$ cat config.mk
export PLATFORM = sky130hd
export DESIGN_NAME = threshold_persist_detector
export DESIGN_NICKNAME = d
export VERILOG_FILES = /design/src/rtl/threshold_persist_detector.sv
export SDC_FILE = /design/constraint.sdc
export NUM_CORES = 1
export LEC_CHECK = 0
export CORE_AREA = 2 2 61 78
export DETAILED_ROUTE_END_ITERATION = 10
export DIE_AREA = 0 0 63 80
export PLACE_DENSITY = 0.66
export SLEW_MARGIN = 15
export SYNTH_ARGS = -nofsm -noshare
export SYNTH_HDL_FRONTEND = slang
export SYNTH_SLANG_ARGS = --single-unit
$ cat constraint.sdc
create_clock -name clk -period 3.16 [get_ports clk]
set_input_delay 0.316 -clock clk [delete_from_list [all_inputs] [get_ports clk]]
set_output_delay 0.316 -clock clk [all_outputs]
set_load 0.01 [all_outputs]
$ cat src/rtl/threshold_persist_detector.sv
`default_nettype none
// ============================================================================
// Module   : threshold_persist_detector
// Brief    : "At least K of N" detector. Counts asserted input channels,
//            compares the count against a runtime threshold, debounces the
//            result with a programmable persistence filter, and emits a
//            one-cycle rise pulse plus a saturating event counter.
// Revision : 1.0 - initial release
// ============================================================================
module threshold_persist_detector #(
    parameter  int NBITS = 8,
    parameter  int HW    = 4,
    parameter  int EW    = 8,
    localparam int PW    = $clog2(NBITS + 1)
) (
    input  logic             clk,
    input  logic             rst_n,
    input  logic             en,
    input  logic [NBITS-1:0] in,
    input  logic [PW-1:0]    thresh,
    input  logic [HW-1:0]    hold,
    input  logic             clr,
    output logic [PW-1:0]    count,
    output logic             det,
    output logic             out,
    output logic             rise,
    output logic [EW-1:0]    events
);

    localparam logic [1:0] c_st_idle   = 2'd0;
    localparam logic [1:0] c_st_arming = 2'd1;
    localparam logic [1:0] c_st_active = 2'd2;

    logic [PW-1:0] w_pop;
    logic          w_cmp;
    logic [PW-1:0] r_count;
    logic          r_det;
    logic          r_v1;

    logic [1:0]    r_state;
    logic [1:0]    w_state_nxt;
    logic [HW-1:0] r_run;
    logic [HW-1:0] w_run_nxt;
    logic          r_rise;
    logic          w_rise_nxt;
    logic          r_out;
    logic [EW-1:0] r_events;

    logic [HW-1:0] w_hold_eff;
    logic [HW:0]   w_run_inc;
    logic [HW-1:0] w_run_sat;

    // Population count of the channel inputs and the unsigned threshold compare.
    always_comb begin
        w_pop = '0;
        for (int i = 0; i < NBITS; i++) begin
            w_pop = w_pop + PW'(in[i]);
        end
        w_cmp = (w_pop >= thresh);
    end

    // Stage 1: capture count/compare on enabled samples; v1 marks a fresh sample.
    always_ff @(posedge clk or negedge rst_n) begin
        if (!rst_n) begin
            r_count <= '0;
            r_det   <= 1'b0;
            r_v1    <= 1'b0;
        end else begin
            r_v1 <= en;
            if (en) begin
                r_count <= w_pop;
                r_det   <= w_cmp;
            end
        end
    end

    // A hold of zero means "one sample is enough"; the run increment is kept
    // one bit wider so the compare against the hold cannot wrap.
    assign w_hold_eff = (hold == '0) ? HW'(1) : hold;
    assign w_run_inc  = (HW + 1)'(r_run) + (HW + 1)'(1);
    assign w_run_sat  = (r_run == '1) ? r_run : r_run + HW'(1);

    // Stage 2 next-state: only advances on a fresh sample, otherwise frozen.
    always_comb begin
        w_state_nxt = r_state;
        w_run_nxt   = r_run;
        w_rise_nxt  = 1'b0;
        if (r_v1) begin
            case (r_state)
                c_st_idle: begin
                    if (r_det) begin
                        if (w_hold_eff == HW'(1)) begin
                            w_state_nxt = c_st_active;
                            w_rise_nxt  = 1'b1;
                        end else begin
                            w_run_nxt   = HW'(1);
                            w_state_nxt = c_st_arming;
                        end
                    end else begin
                        w_run_nxt = '0;
                    end
                end
                c_st_arming: begin
                    if (!r_det) begin
                        w_state_nxt = c_st_idle;
                        w_run_nxt   = '0;
                    end else if (w_run_inc >= {1'b0, w_hold_eff}) begin
                        w_state_nxt = c_st_active;
                        w_rise_nxt  = 1'b1;
                    end else begin
                        w_run_nxt = w_run_sat;
                    end
                end
                c_st_active: begin
                    if (!r_det) begin
                        w_state_nxt = c_st_idle;
                        w_run_nxt   = '0;
                    end
                end
                default: begin
                    w_state_nxt = c_st_idle;
                    w_run_nxt   = '0;
                end
            endcase
        end
    end

    // Stage 2 state register with registered out/rise decodes.
    always_ff @(posedge clk or negedge rst_n) begin
        if (!rst_n) begin
            r_state <= c_st_idle;
            r_run   <= '0;
            r_rise  <= 1'b0;
            r_out   <= 1'b0;
        end else begin
            r_state <= w_state_nxt;
            r_run   <= w_run_nxt;
            r_rise  <= w_rise_nxt;
            r_out   <= (w_state_nxt == c_st_active);
        end
    end

    // Saturating count of rise pulses; clear takes priority over an increment.
    always_ff @(posedge clk or negedge rst_n) begin
        if (!rst_n) begin
            r_events <= '0;
        end else if (clr) begin
            r_events <= '0;
        end else if (w_rise_nxt && (r_events != '1)) begin
            r_events <= r_events + EW'(1);
        end
    end

    assign count  = r_count;
    assign det    = r_det;
    assign out    = r_out;
    assign rise   = r_rise;
    assign events = r_events;

endmodule
`default_nettype wire

==> impl_metrics.yaml <==
floorplan:
  start_util: 0.3890
  rows: 27
  io_pins: 35
  die_y_um: 80
  core_area_um2: 4290
  design.die.area_um2: 5040
  die_x_um: 63
finish:
  drive_gt1_frac: 0.1408
  n_fill_cell: 420
  nets: 244
  area_growth_pct: 27.36
  diodes: 0
clock_tree:
  clk_pin_slew_ps: 80
  cts_buffer_depth: 2
  cts_tree: "built"
  h-tree-depth: 1
  cts.sinks: 22
  cts_buffers: 3
  ctsRootBufferMaster: "clkbuf_8"
  clk-insertion-delay-late_ps: 260
route:
  viasPerCell: 5.023
  ant_nets: 0
  wl_met3_um: 96
  drc_errors: 0
  wl_met1_mm: 1.500
  wl_met2_mm: 1.655
  routed_wl_mm: 3.304
  drtPass1Iterations: 5
  drt-wirelength-per-cell_um: 12.52
  dr.first_iter.drc_count: 34
  num_vias: 1326
  highest_layer: "met4"
setup_path:
  crit_required_ps: 3300
  reg2reg_depth: 8
  worstSetupEndpointType: "flip-flop"
  worstPathArrival_ps: 3350
  crit_path_start_kind: "primary input"
  slowest_delay_ps: 520
  crit_path_frequent_cell: "fa_1"
  worst_path_max_delay_cell: "fa_1"
  crit_path_cell_trace: "buf_6, fa_1, inv_1, fa_1, fa_1, inv_1, ha_2, fa_1, ha_1, a21o_1, a21o_1, a21oi_1, a21oi_1"
  crit_fanout: 2
  worstSetupPathType: "primary input to flip-flop"
run_status:
  status: "complete, but fails checks"
  violations: "setup timing"
sta:
  fin_ws_ps: -42.83
  slew_headroom: 0.6134
  holdWs_ps: 403.9
  finClkSkew_ps: 2.232
  worstMarginPinSlew_ps: 570.9
  fmax_mhz: 312.2
  fin_crit_sh: 1.014
  slew_violations: 0
  rsz0062_at_grt: "true"
  hold_violations: 0
  setup_violations: 1
  post-route-min-period_ps: 3203
synth:
  synth_top_family_by_area: "simple AND/OR/NAND/NOR gates"
  syn_nets: 205
  ys_seq_area_frac: 0.3298
  yosys_warnings: 0
  synth_most_common_cell: "dfrtp_1"
  synth_ff_type: "dfrtp_1"
  synth_compound_area_frac: 0.1312
  synthMuxAreaShare: 0.07271
  synth_common_cells: "dfrtp_1, inv_1, ha_1"
  synth_area_leaders: "dfrtp_1, ha_1, fa_1"
  syn-cell-area_um2: 1669
  synth.avg_cell_area_um2: 9.935
  synth-simple-area-share: 0.2414
  synthXorXnorAreaFrac: 0.01574
  synth_edf_count: 0
  yosys.area.top_type: "dfrtp_1"
  synth.distinct_cells: 49
  synth-async-reset-ratio: 1.000
  synth-adder-area-share: 0.1454
  synth_seq_cells: 22
  post-synth-top-area-fraction: 0.3298
  netlist_instances: 168
place:
  dp_hpwl_mm: 2.584
  place_worst_setup_slack_ps: -734.9
  gp_congestion: 0.8723
  io_buffer_count: 34
global_routing:
  antenna_found_initial: 0
  grt.total_usage: 0.1467
  grt-ovfl-total: 0
  grt_pass1_vias: 1328
  grt_first_pass_wirelength_mm: 5.851
  grt_max_degree: 23
power:
  p_per_area_nw_per_um2: 540.9
  p_leak_nw: 0.9724
  vdd_drop_max_mv: 0.3006
min_path:
  hp-class: "primary input to asynchronous set/reset pin"
job:
  cap_violations: 0
-- layer usage --
| metal | vias to the layer above | track usage |
|---|---|---|
| met2 | 21 | 0.2606 |
| li1 | 673 | - |
| met3 | 4 | 0.02257 |
| met1 | 628 | 0.1757 |
| met4 | 0 | 0.06000 |
| met5 | - | 0 |
-- what timing repair did --
action,4_1_cts,5_1_grt
setup endpoints to repair,1,1
gates resized for setup,13,0
hold buffers,0,0
setup buffers,0,0
hold endpoints to repair,0,0
pin swaps,9,4
-- cell type report --
type | count | area (um2) | area share
Clock buffer | 4 | 55.05 | 0.02590
Multi-Input combinational cell | 122 | 1015 | 0.4773
Inverter | 21 | 78.83 | 0.03708
Timing Repair Buffer | 37 | 354.1 | 0.1666
Sequential cell | 22 | 550.5 | 0.2590
Tap cell | 58 | 72.57 | 0.03414
-- stage by stage --
stage / instance area, um2 / cells / power [W] / TNS [ps] / utilization
finish: 2126 / 264 / 0.001150 / -42.83 / 0.4955
global route: 2126 / 264 / 0.001263 / -153.8 / 0.4955
CTS: 2126 / 264 / 0.001175 / -150.7 / 0.4955
detailed placement: 2077 / 260 / 0.0009659 / -1191 / 0.4841
global placement: 2077 / 260 / 0.0009594 / -1156 / 0.4841
floorplan: 1669 / 168 / 0.0007934 / -202.9 / -
-- cell families after synthesis --
group | count (synthesis)
compound gates | 28
xor+xnor | 3
mux | 11
simple gates | 63
buf+inv | 24
fa+ha+maj | 17
flops | 22
-- placed cells by master (no fill, tap or decap), types with 3 or more instances in the layout --
cell type	count
nand3_1	6
ha_1	12
a21o_1	3
nand2_1	11
inv_1	21
clkbuf_8	4
dfrtp_1	22
buf_4	3
a21oi_1	7
nor2b_1	8
mux2_2	4
fa_1	4
nand4_1	4
or4_1	3
clkdlybuf4s50_1	31
nor2_1	10
mux2_1	5
nor4_1	4
-- registers in the layout, summed over array words and instances, names as in the netlist --
signal,count
count,4
out,1
det,1
rise,1
r_state,2
r_run,4
r_v1,1
events,8
-- final timing paths --
kind | startpoint | to | slack (ps)
hold / removal | rst_n | r_run[0]$_DFFE_PN0P_ | 400
hold reg to reg | count[2]$_DFFE_PN0P_ | count[2]$_DFFE_PN0P_ | 520
setup reg to reg | r_run[0]$_DFFE_PN0P_ | events[7]$_DFFE_PN0P_ | 560
max in group asynchronous | rst_n | count[1]$_DFFE_PN0P_ | 2520
min in group clk | count[2]$_DFFE_PN0P_ | count[2]$_DFFE_PN0P_ | 520
setup / recovery | in[0] | det$_DFFE_PN0P_ | -40
-- critical path: cells and delay by family --
family / cells / cell delay (ps)
buffers and inverters: 3 / 180
AOI/OAI and AO/OA: 4 / 500
adders and majority gates: 6 / 2360
-- where the power goes --
part / switching [W] / internal [W]
combinational: 0.000282 / 0.000269
clock: 0.0000878 / 0.000111
sequential: 0.0000670 / 0.000333
total: 0.000437 / 0.000713
(Power assumes the default switching activity.)
